<file path="config.mk">
export PLATFORM = sky130hd
export DESIGN_NAME = mem_arbiter
export DESIGN_NICKNAME = d
export VERILOG_FILES = /design/src/rtl/mem_arbiter_pkg.sv /design/src/rtl/arb_burst_ctr.sv /design/src/rtl/mem_arbiter.sv
export SDC_FILE = /design/constraint.sdc
export NUM_CORES = 1
export LEC_CHECK = 0
export ABC_AREA = 1
export BUFFER_PORTS_ARGS = -buffer_cell sky130_fd_sc_hd__buf_2
export CORE_MARGIN = 3
export CORE_UTILIZATION = 40
export CTS_BUF_LIST = sky130_fd_sc_hd__clkbuf_16
export DETAILED_ROUTE_END_ITERATION = 8
export PLACE_DENSITY = 0.76
export SYNTH_ARGS = -nofsm -noshare
export SYNTH_HDL_FRONTEND = slang
export SYNTH_SLANG_ARGS = --single-unit
</file>
<file path="constraint.sdc">
create_clock -name clkcpu -period 1.55 [get_ports clkcpu]
set_clock_uncertainty 0.1 [all_clocks]
set_input_delay 0.31 -clock clkcpu [delete_from_list [all_inputs] [get_ports clkcpu]]
set_output_delay 0.31 -clock clkcpu [all_outputs]
set_load 0.01 [all_outputs]
</file>
<file path="src/rtl/mem_arbiter_pkg.sv">
// Shared encodings for the external-memory arbiter: owner codes, wishbone CTI
// values and the arbiter state enum.
package mem_arbiter_pkg;

   localparam logic [1:0] OWN_NONE = 2'd0;
   localparam logic [1:0] OWN_CPU  = 2'd1;
   localparam logic [1:0] OWN_VID  = 2'd2;
   localparam logic [1:0] OWN_SND  = 2'd3;

   localparam logic [2:0] CTI_CLASSIC = 3'b000;
   localparam logic [2:0] CTI_INCR    = 3'b010;
   localparam logic [2:0] CTI_EOB     = 3'b111;

   typedef enum logic [1:0] {
      ST_IDLE = 2'd0,
      ST_CPU  = 2'd1,
      ST_VID  = 2'd2,
      ST_SND  = 2'd3
   } arb_state_t;

endpackage

</file>
<file path="src/rtl/arb_burst_ctr.sv">
// Beat counter and low word-address incrementer for one arbiter transfer.
// The low address bits wrap inside the aligned block.
module arb_burst_ctr #(
   parameter int BURST_LEN = 4
) (
   input  logic                         clkcpu,
   input  logic                         rst_n,
   input  logic                         load,
   input  logic [$clog2(BURST_LEN)-1:0] load_lo,
   input  logic                         adv,
   output logic                         last_beat,
   output logic [$clog2(BURST_LEN)-1:0] adr_lo
);

   localparam int LW = $clog2(BURST_LEN);

   logic [LW-1:0] r_beat;
   logic [LW-1:0] r_adr_lo;

   always_ff @(posedge clkcpu or negedge rst_n) begin
      if (!rst_n) begin
         r_beat   <= '0;
         r_adr_lo <= '0;
      end else if (load) begin
         r_beat   <= '0;
         r_adr_lo <= load_lo;
      end else if (adv) begin
         r_beat   <= r_beat + 1'b1;
         r_adr_lo <= r_adr_lo + 1'b1;
      end
   end

   assign last_beat = (r_beat == LW'(BURST_LEN - 1));
   assign adr_lo    = r_adr_lo;

endmodule

</file>
<file path="src/rtl/mem_arbiter.sv">
// Shares the wishbone external-memory port between CPU single accesses and
// aligned incrementing read bursts for the video and sound DMA engines.
//
//   state   | meaning
//   --------+-----------------------------------------------------------
//   ST_IDLE | bus released; arbitrate, grant takes effect next edge
//   ST_CPU  | single CPU read/write, aborts if cpu_cyc_i drops
//   ST_VID  | video read burst of BURST_LEN beats
//   ST_SND  | sound read burst of BURST_LEN beats
module mem_arbiter
   import mem_arbiter_pkg::*;
#(
   parameter int BURST_LEN      = 4,
   parameter int CPU_STARVE_MAX = 2
) (
   input  logic        clkcpu,
   input  logic        rst_n,
   input  logic        cpu_cyc_i,
   input  logic        cpu_stb_i,
   input  logic        cpu_we_i,
   input  logic [3:0]  cpu_sel_i,
   input  logic [21:0] cpu_adr_i,
   input  logic [31:0] cpu_dat_i,
   output logic        cpu_ack_o,
   input  logic        vid_req_i,
   input  logic [21:0] vid_adr_i,
   output logic        vid_ack_o,
   input  logic        snd_req_i,
   input  logic [21:0] snd_adr_i,
   output logic        snd_ack_o,
   output logic        mem_cyc_o,
   output logic        mem_stb_o,
   output logic        mem_we_o,
   output logic [3:0]  mem_sel_o,
   output logic [2:0]  mem_cti_o,
   output logic [21:0] mem_adr_o,
   output logic [31:0] mem_dat_o,
   input  logic        mem_ack_i,
   output logic [1:0]  owner_o
);

   localparam int LW = $clog2(BURST_LEN);
   localparam int SW = $clog2(CPU_STARVE_MAX + 1);
   localparam logic [SW-1:0] STARVE_MAX = SW'(CPU_STARVE_MAX);
   localparam logic [2:0]    CTI_FIRST  = (BURST_LEN == 2) ? CTI_EOB : CTI_INCR;

   arb_state_t     r_state;
   logic [SW-1:0]  r_starve;
   logic           r_cyc;
   logic           r_we;
   logic [3:0]     r_sel;
   logic [2:0]     r_cti;
   logic [21-LW:0] r_adr_hi;
   logic [31:0]    r_dat;
   logic [1:0]     r_owner;

   logic           w_cpu_req;
   logic [1:0]     w_grant;
   logic           w_load;
   logic [LW-1:0]  w_load_lo;
   logic           w_burst_ack;
   logic           w_last_beat;
   logic [LW-1:0]  w_adr_lo;
   logic           w_unused_lo;

   assign w_cpu_req = cpu_cyc_i & cpu_stb_i;

   always_comb begin
      w_grant = OWN_NONE;
      if (r_starve == STARVE_MAX && w_cpu_req)
         w_grant = OWN_CPU;
      else if (vid_req_i)
         w_grant = OWN_VID;
      else if (snd_req_i)
         w_grant = OWN_SND;
      else if (w_cpu_req)
         w_grant = OWN_CPU;
   end

   // DMA bursts always start at beat 0 of the aligned block.
   assign w_load      = (r_state == ST_IDLE) && (w_grant != OWN_NONE);
   assign w_load_lo   = (w_grant == OWN_CPU) ? cpu_adr_i[LW-1:0] : '0;
   assign w_burst_ack = mem_ack_i && (r_state == ST_VID || r_state == ST_SND);
   assign w_unused_lo = ^{vid_adr_i[LW-1:0], snd_adr_i[LW-1:0]};

   arb_burst_ctr #(.BURST_LEN(BURST_LEN)) u_burst_ctr (
      .clkcpu    (clkcpu),
      .rst_n     (rst_n),
      .load      (w_load),
      .load_lo   (w_load_lo),
      .adv       (w_burst_ack),
      .last_beat (w_last_beat),
      .adr_lo    (w_adr_lo)
   );

   always_ff @(posedge clkcpu or negedge rst_n) begin
      if (!rst_n) begin
         r_state  <= ST_IDLE;
         r_starve <= '0;
         r_cyc    <= 1'b0;
         r_we     <= 1'b0;
         r_sel    <= 4'h0;
         r_cti    <= CTI_CLASSIC;
         r_adr_hi <= '0;
         r_dat    <= 32'h0;
         r_owner  <= OWN_NONE;
      end else begin
         case (r_state)
            ST_IDLE: begin
               case (w_grant)
                  OWN_CPU: begin
                     r_state  <= ST_CPU;
                     r_cyc    <= 1'b1;
                     r_we     <= cpu_we_i;
                     r_sel    <= cpu_sel_i;
                     r_cti    <= CTI_CLASSIC;
                     r_adr_hi <= cpu_adr_i[21:LW];
                     r_dat    <= cpu_dat_i;
                     r_owner  <= OWN_CPU;
                     r_starve <= '0;
                  end
                  OWN_VID, OWN_SND: begin
                     r_state  <= (w_grant == OWN_VID) ? ST_VID : ST_SND;
                     r_cyc    <= 1'b1;
                     r_we     <= 1'b0;
                     r_sel    <= 4'hF;
                     r_cti    <= CTI_FIRST;
                     r_adr_hi <= (w_grant == OWN_VID) ? vid_adr_i[21:LW] : snd_adr_i[21:LW];
                     r_owner  <= w_grant;
                     if (!w_cpu_req)
                        r_starve <= '0;
                     else if (r_starve != STARVE_MAX)
                        r_starve <= r_starve + 1'b1;
                  end
                  default: r_starve <= '0;
               endcase
            end
            ST_CPU: begin
               if (!cpu_cyc_i || mem_ack_i) begin
                  r_state <= ST_IDLE;
                  r_cyc   <= 1'b0;
                  r_we    <= 1'b0;
                  r_owner <= OWN_NONE;
               end
            end
            default: begin
               if (mem_ack_i) begin
                  if (w_last_beat) begin
                     r_state <= ST_IDLE;
                     r_cyc   <= 1'b0;
                     r_owner <= OWN_NONE;
                  end else if (w_adr_lo == LW'(BURST_LEN - 2)) begin
                     r_cti <= CTI_EOB;
                  end
               end
            end
         endcase
      end
   end

   assign mem_cyc_o = r_cyc;
   assign mem_stb_o = r_cyc;
   assign mem_we_o  = r_we;
   assign mem_sel_o = r_sel;
   assign mem_cti_o = r_cti;
   assign mem_adr_o = {r_adr_hi, w_adr_lo};
   assign mem_dat_o = r_dat;
   assign owner_o   = r_owner;

   assign cpu_ack_o = mem_ack_i && (r_state == ST_CPU);
   assign vid_ack_o = mem_ack_i && (r_state == ST_VID);
   assign snd_ack_o = mem_ack_i && (r_state == ST_SND);

endmodule

</file>
==> flow_summary.json <==
{
  "r2r_start": "r_starve[0]",
  "wl_um": 9980,
  "drc": 0,
  "dp.cells": 711,
  "finalMaxSlewViolations": 0,
  "slowest_delay_ps": 390,
  "synth_warnings": 0,
  "rows": 32,
  "core_region_area_mm2": 0.00789,
  "slew_headroom": 0.757,
  "stdcell_area_mm2": 0.00517,
  "synth_seq_cells": 69,
  "final_common_cell": "buf_2",
  "outcome": "complete, but fails checks",
  "syn-cell-area_mm2": 0.00333,
  "powerDensity_mw_per_mm2": 1750,
  "drive_gt1_frac": 0.465,
  "hold_path_class": "in -> reg",
  "crit_family": "flip-flops",
  "hold-worst-slack_ps": 82.0,
  "cp_data_required_time_ps": 1140,
  "cts_max_path_buffers": 2,
  "endpoint_kind": "output port",
  "grt_pass1_wl_um": 15600,
  "instances_no_fill": 738,
  "portBuffers": 174,
  "ctsRootBufferMaster": "clkbuf_16",
  "grt_pass1_vias": 3507,
  "clk_latency_ps": 320,
  "fp.dieArea_mm2": 0.00945,
  "setup_ws_ps": -5.64,
  "mostFrequentLayoutCells": "buf_2 (174), nand2_1 (113), nor2_1 (71), dfrtp_1 (69), a21oi_1 (34)",
  "start_kind": "flip-flop",
  "num_vias": 3511,
  "drt_iter0_markers": 99,
  "r2r_cells": 10,
  "rrSetupSlack_ps": 0,
  "fmax_mhz": 643,
  "tightest_slew_ps": 364,
  "ir_worst_vdd_v": 0.00103,
  "finalCriticalPeriod_ps": 1560,
  "synth_edf_count": 0,
  "period_share": 1.00,
  "cp_slowest_cell": "dfrtp_1",
  "dp_hpwl_um": 6850,
  "antenna_cells": 0,
  "violations": "setup timing",
  "syn_area_per_cell_um2": 7.70,
  "h-tree-depth": 3,
  "final_nets": 744,
  "p_leak_nw": 2.86,
  "vias_per_cell": 4.76,
  "drv_cap": 0,
  "post-place-ws_ps": -3.70,
  "synthArstFlopShare": 1.00,
  "hold_depth": 3,
  "crit_chain": "buf_6 -> nor2_4 -> and2_1 -> buf_2",
  "antenna_left": 0,
  "cts_made_buffers": 9,
  "cts_sinks": 69,
  "syn_nets": 545,
  "syn-instance-count": 432,
  "crit_buf_inv": 2,
  "finalHoldViolCount": 0,
  "rsz0062_at_grt": "true",
  "path_clk_slew_ps": 60,
  "cp.arrival_ps": 1150,
  "ys_seq_area_frac": 0.519,
  "r2r-end": "mem_dat_o[29]",
  "crit_fanout": 4,
  "final-setup-viol-count": 1,
  "tritoncts": "yes",
  "hold_start": "cpu_dat_i[14]",
  "grt_util_all_layers": 0.197,
  "grt_antenna_before_repair": 1,
  "tns_ps": -5.64,
  "synth-main-ff-cell": "dfrtp_1",
  "synth_cell_types": 26,
  "fp.dieH_um": 97.2,
  "area_delta_synth_final_pct": 55.5,
  "whs_endpoint": "mem_dat_o[14]",
  "io_pins": 179,
  "fp.dieW_um": 97.2,
  "grt.overflow.total": 0,
  "start_util": 0.422,
  "first_pass_iters": 4,
  "grt_max_degree": 70,
  "wl_per_cell_um": 13.5,
  "place_area_mm2": 0.00443,
  "gp_congestion": 0.951,
  "critical_path_class": "reg -> out"
}
worst reg2reg max path, stage by stage (launching register included):
cell       delay (ps)
dfrtp_1           370
inv_2              70
ha_4              130
nand3_4            70
nand2_4           100
inv_4              50
nor2_8            190
inv_8              80
clkbuf_16         180
nand2_2            60
nand2_1            40
worst max-delay path by stage:
| stage | start | endpoint | slack (ps) | cells after the start |
|---|---|---|---|---|
| CTS | r_state[1] | cpu_ack_o | -20 | 4 |
| global placement | r_starve[1] | r_adr_hi[11] | 50 | 8 |
| finish | r_state[1] | cpu_ack_o | -6 | 4 |
| global route | r_starve[0] | mem_sel_o[3] | -80 | 10 |
| detailed placement | r_starve[0] | r_adr_hi[6] | -4 | 9 |
| floorplan | r_starve[0] | mem_dat_o[10] | 60 | 10 |
Yosys cell counts (all sizes together), types with 3 or more instances:
master	number	area [um^2]
nor2	82	332
nand2	158	603
a21oi	42	210
nand3	6	30.0
dfrtp	69	1730
o21ai	4	20.0
inv	35	134
buf	22	156
ha	3	37.5
nor3	3	15.0
power by group:
| part | leakage, nW | switching, mW | internal, mW | total, mW |
|---|---|---|---|---|
| Clock | 0.134 | 0.768 | 1.09 | 1.85 |
| Sequential | 0.819 | 0.621 | 2.67 | 3.30 |
| Combinational | 1.91 | 2.09 | 1.80 | 3.89 |
| Total | 2.86 | 3.48 | 5.56 | 9.04 |
sequential cells by signal, summed over array words and instances (netlist names):
register            cells
r_starve                2
owner_o                 2
r_state                 1
mem_dat_o              32
mem_we_o                1
r_adr_hi               20
mem_sel_o               4
u_burst_ctr.adr_lo      2
u_burst_ctr.r_beat      2
mem_cyc_o               1
mem_cti_o               2
what timing repair did:
action / 4_1_cts / 5_1_grt
setup buffers: 4 / 2
setup endpoints to repair: 7 / 62
pin swaps: 1 / 11
hold endpoints to repair: 69 / 0
resized for setup: 8 / 86
hold buffers: 1 / 0
cloned: 0 / 5
final cells by class:
type                       instances  area (um^2)
clock buffer                       9          225
sequential                        69         1730
multi-input combinational        306         1590
inverter                          35          144
clock inverter                     7         50.0
fill                             671         2710
tap                              102          128
timing repair buffer             210         1310
per-layer routing:
| layer | track usage | routed length [um] |
|---|---|---|
| met1 | 0.232 | 4000 |
| met2 | 0.339 | 4960 |
| met3 | 0.0589 | 896 |
| met4 | 0.0767 | 108 |
| met5 | 0 | 7 |
cell families (layout without fill, tap and decap cells):
logic type / Yosys count / count (layout) / share of synthesized area
adder cells (fa/ha/maj): 3 / 3 / 0.0113
AND/OR/NAND/NOR: 251 / 251 / 0.298
AO/OA/AOI/OAI: 50 / 50 / 0.0782
XOR/XNOR: 1 / 1 / 0.00263
buffers and inverters: 57 / 261 / 0.0873
flip-flops: 69 / 69 / 0.519
multiplexers: 1 / 1 / 0.00338
through the flow:
step / total power, mW / util
after detailed placement: 6.57 / 0.562
after global routing: 9.74 / 0.656
after global placement: 6.43 / 0.562
after floorplan: 5.01 / -
after CTS: 8.54 / 0.604
final: 9.04 / 0.656
Power figures use the tool's default switching activity.
